### config.mk
export PLATFORM = sky130hd
export DESIGN_NAME = ball_sprite_render
export DESIGN_NICKNAME = d
export VERILOG_FILES = /design/src/rtl/ball_pkg.sv /design/src/rtl/circle_hit_pipe.sv /design/src/rtl/ball_sprite_render.sv
export SDC_FILE = /design/constraint.sdc
export NUM_CORES = 1
export LEC_CHECK = 0
export ABC_AREA = 1
export CORE_AREA = 2 2 148 150
export DETAILED_ROUTE_END_ITERATION = 16
export DIE_AREA = 0 0 150 152
export PLACE_DENSITY = 0.72
export SLEW_MARGIN = 20
export SYNTH_ARGS = -nofsm -noshare
export SYNTH_HDL_FRONTEND = slang
export SYNTH_HIERARCHICAL = 1
export SYNTH_SLANG_ARGS = --single-unit
### constraint.sdc
create_clock -name clk -period 7.2 [get_ports clk]
set_input_delay 1.44 -clock clk [delete_from_list [all_inputs] [get_ports clk]]
set_output_delay 1.44 -clock clk [all_outputs]
set_load 0.02 [all_outputs]
### src/rtl/ball_pkg.sv
// Shared constants and types for the ball sprite renderer.
//   RADIUS_DEF  default ball radius in pixels
//   HIDE_X_DEF  X value that marks the ball as pocketed/hidden
//   POS_X_* / POS_Y_*  field slices of the 20-bit PIO position word {x, y}
//   state_t     frame-sync FSM encoding
package ball_pkg;

    localparam int         RADIUS_DEF = 4;
    localparam logic [9:0] HIDE_X_DEF = 10'h3FF;

    localparam int POS_X_MSB = 19;
    localparam int POS_X_LSB = 10;
    localparam int POS_Y_MSB = 9;
    localparam int POS_Y_LSB = 0;

    typedef enum logic {
        WAIT_SYNC = 1'b0,
        ACTIVE    = 1'b1
    } state_t;

endpackage

### src/rtl/circle_hit_pipe.sv
// Two-stage filled-circle hit test. The top instantiates one per ball.
// Ports:
//   clk, i_rst_n        clock, async active-low reset
//   i_valid             pixel coordinate valid
//   i_hide              suppress any hit for this pixel
//   i_x, i_y            pixel coordinate (unsigned)
//   i_cx, i_cy          circle centre (unsigned)
//   o_hit               pixel inside circle, qualified by o_valid
//   o_valid             i_valid delayed by two cycles
module circle_hit_pipe #(
    parameter int RADIUS = 4
) (
    input  logic       clk,
    input  logic       i_rst_n,
    input  logic       i_valid,
    input  logic       i_hide,
    input  logic [9:0] i_x,
    input  logic [9:0] i_y,
    input  logic [9:0] i_cx,
    input  logic [9:0] i_cy,
    output logic       o_hit,
    output logic       o_valid
);

    localparam logic [21:0] R_SQ = 22'(RADIUS * RADIUS);

    logic signed [10:0] w_dx;
    logic signed [10:0] w_dy;
    logic signed [10:0] r_dx;
    logic signed [10:0] r_dy;
    logic               r_valid1;
    logic               r_hide1;

    logic signed [21:0] w_dx_ext;
    logic signed [21:0] w_dy_ext;
    logic signed [21:0] w_dx_sq;
    logic signed [21:0] w_dy_sq;
    logic        [21:0] w_sum;

    // Zero-extend before subtracting so the difference is a true signed
    // offset; no wrap-around near the screen edges.
    assign w_dx = {1'b0, i_x} - {1'b0, i_cx};
    assign w_dy = {1'b0, i_y} - {1'b0, i_cy};

    always_ff @(posedge clk or negedge i_rst_n) begin
        if (!i_rst_n) begin
            r_dx     <= '0;
            r_dy     <= '0;
            r_valid1 <= 1'b0;
            r_hide1  <= 1'b1;
        end else begin
            r_dx     <= w_dx;
            r_dy     <= w_dy;
            r_valid1 <= i_valid;
            r_hide1  <= i_hide;
        end
    end

    // Squares are non-negative and at most 1023^2, so the 22-bit sum cannot overflow.
    assign w_dx_ext = 22'(r_dx);
    assign w_dy_ext = 22'(r_dy);
    assign w_dx_sq  = w_dx_ext * w_dx_ext;
    assign w_dy_sq  = w_dy_ext * w_dy_ext;
    assign w_sum    = unsigned'(w_dx_sq) + unsigned'(w_dy_sq);

    always_ff @(posedge clk or negedge i_rst_n) begin
        if (!i_rst_n) begin
            o_hit   <= 1'b0;
            o_valid <= 1'b0;
        end else begin
            o_hit   <= r_valid1 & ~r_hide1 & (w_sum <= R_SQ);
            o_valid <= r_valid1;
        end
    end

endmodule

### src/rtl/ball_sprite_render.sv
// Ball sprite renderer: latches the PIO ball position once per frame and
// flags pixels that fall inside the ball (2-cycle pipelined).
// Ports:
//   clk, reset_n    clock, async active-low reset
//   ball_pos_in     {x[9:0], y[9:0]} from the PIO, may change any cycle
//   frame_sync      one-cycle pulse at start of vertical blanking
//   pix_valid       draw_x/draw_y valid
//   draw_x, draw_y  current pixel coordinate
//   is_ball         pixel inside ball, qualified by is_ball_valid
//   is_ball_valid   pix_valid delayed by two cycles
//   pos_updated     one-cycle pulse after a frame_sync that changed the position
//
// state     | meaning
// WAIT_SYNC | no trusted position yet; every pixel is drawn as not-ball
// ACTIVE    | shadow position valid; reloaded on each frame_sync
module ball_sprite_render
    import ball_pkg::*;
#(
    parameter int         RADIUS = RADIUS_DEF,
    parameter logic [9:0] HIDE_X = HIDE_X_DEF
) (
    input  logic        clk,
    input  logic        reset_n,
    input  logic [19:0] ball_pos_in,
    input  logic        frame_sync,
    input  logic        pix_valid,
    input  logic [9:0]  draw_x,
    input  logic [9:0]  draw_y,
    output logic        is_ball,
    output logic        is_ball_valid,
    output logic        pos_updated
);

    state_t      r_state;
    state_t      w_state_nxt;
    logic [19:0] r_shadow;
    logic [19:0] w_shadow_nxt;
    logic        w_upd_nxt;
    logic        w_hide;

    always_ff @(posedge clk or negedge reset_n) begin
        if (!reset_n) begin
            r_state     <= WAIT_SYNC;
            r_shadow    <= '0;
            pos_updated <= 1'b0;
        end else begin
            r_state     <= w_state_nxt;
            r_shadow    <= w_shadow_nxt;
            pos_updated <= w_upd_nxt;
        end
    end

    always_comb begin
        w_state_nxt  = r_state;
        w_shadow_nxt = r_shadow;
        w_upd_nxt    = 1'b0;
        case (r_state)
            WAIT_SYNC: begin
                if (frame_sync) begin
                    w_state_nxt  = ACTIVE;
                    w_shadow_nxt = ball_pos_in;
                    // First load always counts as an update, even if it matches the reset value.
                    w_upd_nxt    = 1'b1;
                end
            end
            ACTIVE: begin
                if (frame_sync) begin
                    w_shadow_nxt = ball_pos_in;
                    w_upd_nxt    = (ball_pos_in != r_shadow);
                end
            end
            default: w_state_nxt = WAIT_SYNC;
        endcase
    end

    // Uses the registered shadow, so a pixel coincident with frame_sync
    // is still judged against the previous frame's position.
    assign w_hide = (r_shadow[POS_X_MSB:POS_X_LSB] == HIDE_X) | (r_state == WAIT_SYNC);

    circle_hit_pipe #(
        .RADIUS (RADIUS)
    ) u_hit_pipe (
        .clk     (clk),
        .i_rst_n (reset_n),
        .i_valid (pix_valid),
        .i_hide  (w_hide),
        .i_x     (draw_x),
        .i_y     (draw_y),
        .i_cx    (r_shadow[POS_X_MSB:POS_X_LSB]),
        .i_cy    (r_shadow[POS_Y_MSB:POS_Y_LSB]),
        .o_hit   (is_ball),
        .o_valid (is_ball_valid)
    );

endmodule

==> flow_metrics.env <==
export IMPL_status="completed"
export IMPL_finalClockSkew_ns=0.00506
export IMPL_r2r_end="u_hit_pipe/o_hit$_DFF_PN0_"
export IMPL_endpoint="u_hit_pipe/o_hit$_DFF_PN0_"
export IMPL_antenna_cells=0
export IMPL_cp_arrival_ns=6.78
export IMPL_numCtsBuffers=5
export IMPL_clockBufferDepth=2
export IMPL_finalCritPeriodShare_pct=91.1
export IMPL_via_count=8136
export IMPL_die_x_um=150
export IMPL_endpoint_kind="register"
export IMPL_finalHoldViolCount=0
export IMPL_fillers=1977
export IMPL_worstHoldPathCells=0
export IMPL_grt_pass1_wl_um=40600
export IMPL_crit_path_start_kind="register"
export IMPL_worstSetupStartpoint="u_hit_pipe/r_dx[10]$_DFF_PN0_"
export IMPL_syn_area_um2=11500
export IMPL_grt_usage_pct=22.5
export IMPL_regArea_um2=1200
export IMPL_critical_path_class="reg2reg"
export IMPL_synthXorXnorAreaFrac_pct=2.90
export IMPL_drt_iter0_drc=352
export IMPL_ctsHoldBuffers=0
export IMPL_dpl_hpwl_um=20800
export IMPL_seq_area_frac_synth_pct=10.5
export IMPL_reg2reg_slack_ns=0.64
export IMPL_post_route_min_period_ns=6.56
export IMPL_dr_pass1_iters=5
export IMPL_dieArea_um2=22800
export IMPL_drive_gt1_share_pct=4.32
export IMPL_routed_via_density=4.81
export IMPL_slowest_delay_ns=0.59
export IMPL_synth_top_family_by_area="adder cells"
export IMPL_cts_setup_buffers=0
export IMPL_synthDistinctLibCells=37
export IMPL_syn_inst=1371
export IMPL_synth_compound_area_share_pct=3.80
export IMPL_port_buffers=46
export IMPL_fp_row_count=54
export IMPL_relSlewSlack_pct=58.2
export IMPL_clock_sinks=48
export IMPL_critPathSlowestCell="fa_1"
export IMPL_grt_pass1_vias=8795
export IMPL_die_h_um=152
export IMPL_grt_max_degree=49
export IMPL_finalHoldWorstSlack_ns=0.402
export IMPL_worst_pin_slew_ns=0.628
export IMPL_initial_core_util_pct=53.8
export IMPL_synthAdderAreaFrac_pct=53.1
export IMPL_finalMaxSlewViolations=0
export IMPL_rsz0062_at_grt="false"
export IMPL_grt_ovfl_total=0
export IMPL_fin_setup_tns_ns=0
export IMPL_io_pins=47
export IMPL_multi_input_area_um2=8390
export IMPL_cp_common_cell="fa_1"
export IMPL_reg2regPathDepth=28
export IMPL_synth_mux_area_fraction_pct=0.392
export IMPL_gp_routability_congestion=0.881
export IMPL_maxCapViolCount=0
export IMPL_area_delta_synth_final_pct=8.28
export IMPL_clk_pin_slew_ns=0.06
export IMPL_cts_resized=0
export IMPL_hold_path_class="reg2reg"
export IMPL_synthesis_nets=1760
export IMPL_synth_seq_cells=48
export IMPL_mostFrequentLayoutCell="inv_1"
export IMPL_finalWirelength_um=23600
export IMPL_drc=0
export IMPL_synth_warnings=6
export IMPL_r2r_start="u_hit_pipe/r_dx[10]$_DFF_PN0_"
export IMPL_syn_avg_cell_area_um2=8.38
export IMPL_cts_root_buffer="clkbuf_16"
export IMPL_critPathRequiredTime_ns=7.43
export IMPL_antenna_found_initial=0
export IMPL_postPlaceCellArea_um2=12300
export IMPL_antenna_left=0
export IMPL_htree_levels=2
export IMPL_final_cell_mix="inv_1 (468), nand2_1 (260), fa_1 (238), ha_1 (107), nor2_1 (53)"
export IMPL_cts_tree="yes"
export IMPL_final_util_pct=58.2
export IMPL_fin_area_um2=12400
export IMPL_core_region_area_um2=21400
export IMPL_wl_per_cell_um=13.9
export IMPL_worstSkewPairLatency_ns=0.29
export IMPL_finalNetCount=1801
export IMPL_fmax_mhz=153
export IMPL_synthSimpleGateAreaFrac_pct=12.8
export IMPL_setup_violations=0
export IMPL_worstPathMaxFanout=12
## sequential cells by signal, indices dropped and copies added, names as in the netlist
name and flops:
u_hit_pipe/r_dx 11, u_hit_pipe/o_hit 1, u_hit_pipe/o_valid 1, pos_updated 1
r_shadow 20, u_hit_pipe/r_dy 11, u_hit_pipe/r_valid1 1, u_hit_pipe/r_hide1 1
r_state 1
## synth_stat cells (all sizes together)
cell    instances  area (µm²)
a21oi          32         175
clkinv          2        7.51
nor2           53         199
mux2            4        45.0
nor3            3        25.0
dfstp           1        26.3
or2             8        50.1
nand4           9        56.3
buf             3        21.3
ha            107        1340
o211ai          2        15.0
a31oi           3        33.8
a31o            1        8.76
nand3b          2        15.0
nand2         266        1010
dfrtp          47        1180
xnor2          15         131
o21bai          3        22.5
fa            238        4760
o31ai           1        7.51
nand3          20         110
a211oi          2        15.0
inv           474        1780
o21ai          28         151
clkbuf         23        86.3
xor2           23         201
a21o            1        7.51
## stage by stage
step | setup slack, ns | instances
finish | 0.644 | 1693
global route | 0.109 | 1693
CTS | 0.633 | 1693
detailed placement | 0.658 | 1685
global placement | 0.748 | 1685
floorplan | 0.836 | 1371
## logic make-up (layout without fill, tap and decap cells)
| logic type | Yosys count | after routing |
|---|---|---|
| AOI/OAI and AO/OA | 73 | 73 |
| xor gates and xnor gates | 38 | 38 |
| adders and majority gates | 345 | 345 |
| buffers and inverters | 502 | 544 |
| DFF | 48 | 48 |
| muxes | 4 | 4 |
| and+or+nand+nor | 361 | 361 |
## routing by layer
metal	part of all wire (%)	track usage (%)	vias up
met5	0	0	-
met4	1.4	4.09	0
met3	3.7	2.19	26
met2	55	42.7	147
met1	40	27.8	4026
li1	-	-	3937
## cell type report
class / instances / area share [%]
inverters: 476 / 14.4
flip-flops and latches: 48 / 9.67
well taps: 280 / 2.82
clock inverters: 2 / 0.111
repair buffers: 60 / 4.47
clock buffers: 6 / 1.12
multi-input cells: 821 / 67.4
## how the worst min path moves through the flow
stage | startpoint | slack [ns] | endpoint
final | u_hit_pipe/r_valid1$_DFF_PN0_ | 0.40 | u_hit_pipe/o_valid$_DFF_PN0_
after global routing | u_hit_pipe/r_valid1$_DFF_PN0_ | 0.43 | u_hit_pipe/o_valid$_DFF_PN0_
after CTS | u_hit_pipe/r_valid1$_DFF_PN0_ | 0.41 | u_hit_pipe/o_valid$_DFF_PN0_
after detailed placement | u_hit_pipe/r_valid1$_DFF_PN0_ | 0.40 | u_hit_pipe/o_valid$_DFF_PN0_
after global placement | u_hit_pipe/r_valid1$_DFF_PN0_ | 0.40 | u_hit_pipe/o_valid$_DFF_PN0_
after floorplan | u_hit_pipe/r_valid1$_DFF_PN0_ | 0.35 | u_hit_pipe/o_valid$_DFF_PN0_
## worst max-delay path, delay by kind of cell (launching register included)
kind          cells  cell delay, ns
fa+ha+maj         8            3.97
buf+inv           6            0.65
flops             1            0.51
simple gates     14            1.36
Power is not shown: default switching activity piles up to over one toggle a cycle in this logic, so the estimate is an artifact.
